--- config.mk ---
export PLATFORM = sky130hd
export DESIGN_NAME = bulk_in_arbiter
export DESIGN_NICKNAME = d
export VERILOG_FILES = /design/src/rtl/bulk_in_arbiter.sv
export SDC_FILE = /design/constraint.sdc
export NUM_CORES = 1
export LEC_CHECK = 0
export BUFFER_PORTS_ARGS = -buffer_cell sky130_fd_sc_hd__buf_2
export CAP_MARGIN = 40
export CORE_MARGIN = 10
export CORE_UTILIZATION = 45
export DETAILED_ROUTE_END_ITERATION = 12
export PLACE_DENSITY = 0.84
export SKIP_LAST_GASP = 1
export SYNTH_ARGS = -nofsm -noshare
export SYNTH_HDL_FRONTEND = slang
export SYNTH_SLANG_ARGS = --single-unit
--- constraint.sdc ---
create_clock -name clock -period 2.1 [get_ports clock]
set_input_delay 0.42 -clock clock [delete_from_list [all_inputs] [get_ports clock]]
set_output_delay 0.42 -clock clock [all_outputs]
set_load 0.02 [all_outputs]
--- src/rtl/bulk_in_arbiter.sv ---
// Shares the single bulk-IN data path among three IN endpoint sources.
// On each token it reports readiness, locks onto one source per packet and cuts packets at MAX_PACKET.
module bulk_in_arbiter #(
  parameter logic [3:0]  ENDPOINT1  = 4'd1,
  parameter logic [3:0]  ENDPOINT2  = 4'd2,
  parameter logic [3:0]  ENDPOINT3  = 4'd3,
  parameter int unsigned MAX_PACKET = 512
) (
  input  logic        clock,
  input  logic        reset_n,
  input  logic [3:0]  tok_endp_i,
  input  logic [2:0]  src_ready_i,
  output logic        blk_in_ready_o,
  input  logic        blk_start_i,
  input  logic        blk_cycle_i,
  input  logic [3:0]  blk_endpt_i,
  input  logic        blk_error_i,
  input  logic [2:0]  s_tvalid_i,
  output logic [2:0]  s_tready_o,
  input  logic [2:0]  s_tlast_i,
  input  logic [23:0] s_tdata_i,
  output logic        m_tvalid_o,
  input  logic        m_tready_i,
  output logic        m_tlast_o,
  output logic [7:0]  m_tdata_o,
  output logic [1:0]  sel_o,
  output logic        overrun_o
);

  localparam int unsigned CW       = $clog2(MAX_PACKET);
  localparam logic [1:0]  SEL_NONE = 2'd3;

  typedef enum logic [1:0] {
    ST_IDLE = 2'd0,
    ST_XFER = 2'd1,
    ST_NULL = 2'd2,
    ST_DONE = 2'd3
  } state_t;

  state_t          r_state;
  logic [1:0]      r_sel;
  logic [CW-1:0]   r_count;
  logic            r_in_ready;
  logic            r_overrun;

  logic [1:0]      w_tok_src;
  logic [1:0]      w_blk_src;
  logic [3:0]      w_srdy4;
  logic [3:0]      w_tvalid4;
  logic [3:0]      w_tlast4;
  logic [31:0]     w_tdata4;
  logic [3:0]      w_tready4;
  logic            w_m_tvalid;
  logic            w_m_tlast;
  logic [7:0]      w_m_tdata;
  logic            w_cnt_max;
  logic            w_beat;
  logic            w_forced_cut;
  logic            w_abort;

  // Lowest source index wins if endpoint parameters collide; 3 means no source.
  function automatic logic [1:0] match_src(input logic [3:0] endp);
    if (endp == ENDPOINT1)      return 2'd0;
    else if (endp == ENDPOINT2) return 2'd1;
    else if (endp == ENDPOINT3) return 2'd2;
    else                        return SEL_NONE;
  endfunction

  assign w_tok_src = match_src(tok_endp_i);
  assign w_blk_src = match_src(blk_endpt_i);

  // Pad to four entries so index 3 (no source) reads as idle.
  assign w_srdy4   = {1'b0, src_ready_i};
  assign w_tvalid4 = {1'b0, s_tvalid_i};
  assign w_tlast4  = {1'b0, s_tlast_i};
  assign w_tdata4  = {8'h00, s_tdata_i};

  assign w_cnt_max = (r_count == CW'(MAX_PACKET - 1));

  // Combinational routing of the selected source; closed outside XFER.
  always_comb begin : datapath
    w_tready4  = 4'b0000;
    w_m_tvalid = 1'b0;
    w_m_tlast  = 1'b0;
    w_m_tdata  = 8'h00;
    if (r_state == ST_XFER) begin
      w_m_tvalid       = w_tvalid4[r_sel];
      w_tready4[r_sel] = m_tready_i;
      w_m_tdata        = w_tdata4[{r_sel, 3'b000} +: 8];
      w_m_tlast        = w_tlast4[r_sel] | w_cnt_max;
    end
  end

  assign w_beat       = w_m_tvalid & m_tready_i;
  assign w_forced_cut = w_cnt_max & ~w_tlast4[r_sel];
  assign w_abort      = blk_error_i | ~blk_cycle_i;

  assign m_tvalid_o = w_m_tvalid;
  assign m_tlast_o  = w_m_tlast;
  assign m_tdata_o  = w_m_tdata;
  assign s_tready_o = w_tready4[2:0];

  // Packet scheduler: abort beats a final beat, start is honoured only in IDLE.
  always_ff @(posedge clock or negedge reset_n) begin
    if (!reset_n) begin
      r_state    <= ST_IDLE;
      r_sel      <= SEL_NONE;
      r_count    <= '0;
      r_in_ready <= 1'b0;
      r_overrun  <= 1'b0;
    end else begin
      r_in_ready <= w_srdy4[w_tok_src];
      case (r_state)
        ST_IDLE: begin
          if (blk_error_i) begin
            r_sel   <= SEL_NONE;
            r_count <= '0;
          end else if (blk_start_i) begin
            r_sel   <= w_blk_src;
            r_count <= '0;
            r_state <= (w_blk_src == SEL_NONE) ? ST_NULL : ST_XFER;
          end
        end
        ST_XFER: begin
          if (w_abort) begin
            r_state <= ST_IDLE;
            r_sel   <= SEL_NONE;
            r_count <= '0;
          end else if (w_beat) begin
            if (w_m_tlast) begin
              r_state <= ST_DONE;
              if (w_forced_cut) r_overrun <= 1'b1;
            end else begin
              r_count <= r_count + CW'(1);
            end
          end
        end
        default: begin
          if (w_abort) begin
            r_state <= ST_IDLE;
            r_sel   <= SEL_NONE;
            r_count <= '0;
          end
        end
      endcase
    end
  end

  assign blk_in_ready_o = r_in_ready;
  assign sel_o          = r_sel;
  assign overrun_o      = r_overrun;

endmodule

# Word-level counts from Yosys, hierarchy flattened
# Cells that the tools add are included.
dict set report totals {
  input_bits 47
  reg_bits 15
  word_cells 78
}
dict set report op_classes {
  eq_ne 15
  n_lt_le_gt_ge 3
  bitwise 8
  mux 37
  add_sub_neg 1
  shift 1
  reduce_logical 8
}
# operator count
set op_table {}
lappend op_table {{2-to-1 mux 9 bit} 6}
lappend op_table {{variable part select 32 x 6 -> 8 bit} 1}
lappend op_table {{2-to-1 mux 2 bit} 15}
lappend op_table {{one-hot mux 9 bit (2 select lines)} 1}
lappend op_table {{equality test 4 x 2 -> 1 bit, second input constant} 4}
lappend op_table {{inequality test 3 bit, second input constant} 4}
lappend op_table {{AND reduction 5 bit} 2}
lappend op_table {{adder 9 x 1 -> 9 bit, second input constant} 1}
lappend op_table {{equality test 9 bit, second input constant} 1}
lappend op_table {{equality test 4 x 1 -> 1 bit, second input constant} 2}
lappend op_table {{2-to-1 mux 1 bit} 8}
lappend op_table {{2-to-1 mux 8 bit} 1}
lappend op_table {{binary-select mux 1 bit (select 2 bit)} 3}
lappend op_table {{< comparator 2 x 3 -> 1 bit, second input constant} 2}
lappend op_table {{inequality test 2 bit, second input constant} 2}
lappend op_table {{one-hot mux 2 bit (2 select lines)} 1}
lappend op_table {{AND reduction 4 bit} 1}
lappend op_table {{AND 3 bit} 1}
lappend op_table {{2-to-1 mux 3 bit} 1}
lappend op_table {{NOT 1 bit} 3}
lappend op_table {{nonzero test 3 bit} 1}
lappend op_table {{AND 1 bit} 2}
lappend op_table {{demux 1 bit (select 2 bit)} 1}
lappend op_table {{equality test 2 x 1 -> 1 bit, second input constant} 1}
lappend op_table {{7 further kinds} 8}

# Depth between registers and ports, before layout
dict set report depth {
  depth_word 9
  mapped_depth 10
  ltp_nobuf 10
}

# Least setup slack after synthesis
# OpenSTA, ideal clock, no wires.
dict set report synth_path {
  kind {register -> output}
  start {register r_count[0]}
  end {output port m_tlast_o}
  n_path_buf 0
  path_stages_with_launch 9
  required_time_ns 1.680
  path_slack_ns -0.003
  t_arrival_ns 1.683
  cell_sequence {dfrtp_1 ha_1 nand3_1 or2_2 nor2_1 ha_1 inv_1 o211a_4 nor2_1}
}
dict set report synth_between {
  elab_chain_len 3
}
# element line_no
set synth_lines {}
lappend synth_lines {{start, declared} 42} ;# logic [CW-1:0] r_count;
lappend synth_lines {{start signal, assigned} 134} ;# r_count <= r_count + CW'(1);
lappend synth_lines {{equality test 9 bit} 78} ;# assign w_cnt_max = (r_count == CW'(MAX_PACKET - 1));
lappend synth_lines {{OR 1 bit} 90} ;# w_m_tlast = w_tlast4[r_sel] | w_cnt_max;
lappend synth_lines {{2-to-1 mux 1 bit} 86} ;# if (r_state == ST_XFER) begin
lappend synth_lines {{end, declared} 24} ;# output logic m_tlast_o,
# Every way passes these cells.

# Final worst setup path
dict set report layout_path {
  start {register r_count[1]}
  end {output port m_tlast_o}
}
# Same word-level chain as after synthesis.

==> metrics.cfg <==
[grt]
grtUsageMet1_pct = 16.0
grtUsageMet2_pct = 22.9
grt.total_usage_pct = 13.8
grt_pass1_vias = 1325
grt_pass1_wl_um = 5930
grt_max_degree = 19
top_usage_layer = met2
grt_overflow = 0
antenna_found_initial = 0
met3_usage_pct = 6.06

[sta]
rsz0062_at_grt = yes
maxClockFrequency_mhz = 450
setup_viol = 1
hold_viol = 0
slew-limit-headroom_pct = 71.9
fin_hold_ws_ns = 0.0266
finalCritPeriodShare_pct = 106
timing.final.crit_period_ns = 2.22
worst_pin_slew_ns = 0.422
skew_ns = 0.00226
setup_ws_ns = -0.121
drv_slew = 0

[clocking]
cts_buffers = 3
insertion_delay_ns = 0.28
cts_tree = yes
clk_path_buf_depth = 2
cts-root-buf = clkbuf_4
cts.sinks = 15
h-tree-depth = 1
clkTransAtPathRegs_ns = 0.10

[floorplanning]
io_pins = 64
die_y_um = 71.5
fp.dieW_um = 71.5
die_area_um2 = 5120
design.core.area_um2 = 2500
start_util_pct = 47.8
std_cell_rows = 18

[flow_run]
cap_violations = 0

[critical_path]
cp.arrival_ns = 1.80
end_kind = output pin
ff2ff_setup_slack_ns = 0.07
r2r_start = r_count[1]
cp_cell_sequence = ha_2, nand3_2, or2_4, nor2_2, ha_2, inv_2, o211a_4, nor2_4, buf_6
worstPathRequired_ns = 1.68
critPathMaxFanout = 2
max_stage_delay_ns = 0.37
cp_slowest_cell = dfrtp_1
critPathTopFamily = simple AND/OR/NAND/NOR gates
worstSetupPathType = flip-flop to output pin
cp-start-kind = flip-flop
cp_common_cell = ha_2
critical_path_buf_inv_count = 2
cp-startpoint = r_count[1]

[run_status]
status = complete, but fails checks
violations = setup timing

[yosys]
synthAdderAreaFrac_pct = 2.09
synthMuxAreaShare_pct = 10.9
ys_types = 47
synth_compound_area_share_pct = 23.1
synth-simple-area-share_pct = 26.6
synth_edf_count = 0
synth_seq_cells = 15
syn-cell-area_um2 = 1190
async_flop_share_pct = 100
synth_top_family_by_area = simple AND/OR/NAND/NOR gates
yosys_warnings = 0
syn_inst = 140
synth-xor-area-share_pct = 0.733
ys.flop_type = dfrtp_1
synth-seq-area-share_pct = 31.6
syn_nets = 189
avgSynthCellArea_um2 = 8.53

[pwr]
max-vdd-ir-drop_mv = 0.405
powerDensity_nw_per_um2 = 429
finalPower_uw = 731
power.leakage_uw = 0.000827

[layout]
final_cell_mix = buf_2 (56), nor2_1 (24), buf_4 (15)
diodes = 0
instances_no_fill = 242
layout.nets = 262
seqCellArea_um2 = 378
final_layout_size_suffix_gt1_share_pct = 48.6
final_common_cell = buf_2
finish.utilization_pct = 68.2
fillers = 207
multi_input_area_um2 = 802
areaGrowthSynthToFinish_pct = 42.7

[place]
io_buffers = 63
finalWeightedCongestion = 0.857
dp.cells = 231
place_worst_setup_slack_ns = -0.0196
dp_hpwl_um = 3050

[route]
routedWlPerCell_um = 15.9
drt_drc_violations_left = 0
drtAntennaViolNets = 0
first_iter_violations = 76
routed-via-count = 1334
drt_first_pass_iters = 4
viasPerCell = 5.51
routed_wl_um = 3840

[worst_hold_path]
hp-class = input pin to async pin

## metal layers
| layer | share of wire [%] | vias up | routed length [um] |
|---|---|---|---|
| met1 | 44 | 622 | 1680 |
| met3 | 11 | 2 | 423 |
| met2 | 45 | 59 | 1720 |
| met5 | 0 | - | 0 |
| li1 | - | 651 | - |
| met4 | 0.49 | 0 | 19 |
## power by group
part	internal, uW	leakage, uW	total [uW]	switching, uW
clock	73.6	0.0000150	173	99.8
combinational	124	0.000616	250	125
sequential	299	0.000196	308	8.43
total	497	0.000827	731	234
## cell type report
cell class              instances  share of cell area, %
inverters                       4                  0.880
repair buffers                 75                   26.2
clock buffers                   4                   1.54
well taps                      30                   2.20
flip-flops and latches         15                   22.2
multi-input cells             114                   47.0
## what timing repair did
action,4_1_cts,5_1_grt
setup endpoints to repair,10,11
pin swaps,3,7
setup buffers,4,3
resized for setup,12,10
hold buffers,0,0
## sequential cells by signal, summed over array words and instances (netlist names)
register,flops
sel_o,2
blk_in_ready_o,1
overrun_o,1
r_state,2
r_count,9
## worst register-to-register path: cells and delay by family, from the launching register on
kind	cells	cell delay, ns
simple gates	5	0.57
fa+ha+maj	2	0.38
flops	1	0.37
mux	1	0.28
buf+inv	2	0.19
compound gates	1	0.14
## stage by stage
step	cell area [um2]	setup TNS, ns
floorplan	1200	0
global placement	1540	0
detailed placement	1540	-0.0196
CTS	1650	-0.114
global route	1710	-0.636
finish	1710	-0.121
## cell usage after synthesis (2+ instances only)
cell,instances,share of area [%]
o31ai_1,5,3.1
clkbuf_1,2,0.63
nand3_1,4,1.7
o211ai_1,2,1.3
nor2_1,26,8.2
nand4_1,2,1.0
nand3b_1,3,1.9
dfstp_2,2,4.4
nor2b_1,3,1.6
buf_6,2,1.9
inv_1,4,1.3
a22o_1,2,1.5
nand2_1,9,2.8
nor3_1,5,2.1
buf_2,2,0.84
ha_1,2,2.1
mux2i_1,9,7.5
a21o_1,3,1.9
a31oi_1,2,1.0
o21a_1,2,1.3
a21oi_1,10,4.2
dfrtp_1,13,27
o311ai_1,2,1.5
## path summary, 6_finish.rpt
check | depth (start not counted) | to
worst min register to register | 2 | overrun_o
min in group clock | 2 | blk_in_ready_o
worst max-delay path | 9 | m_tlast_o
max in group asynchronous | 1 | sel_o[1]
worst max register to register | 11 | r_count[0]
worst min-delay path | 1 | r_count[2]
## kinds of logic (layout without fill, tap and decap cells)
family,count (synthesis),after routing
and+or+nand+nor,62,62
AOI/OAI and AO/OA,37,37
DFF,15,15
muxes,12,12
buffers and inverters,11,83
adders and majority gates,2,2
xor gates and xnor gates,1,1
(Power assumes the default switching activity.)
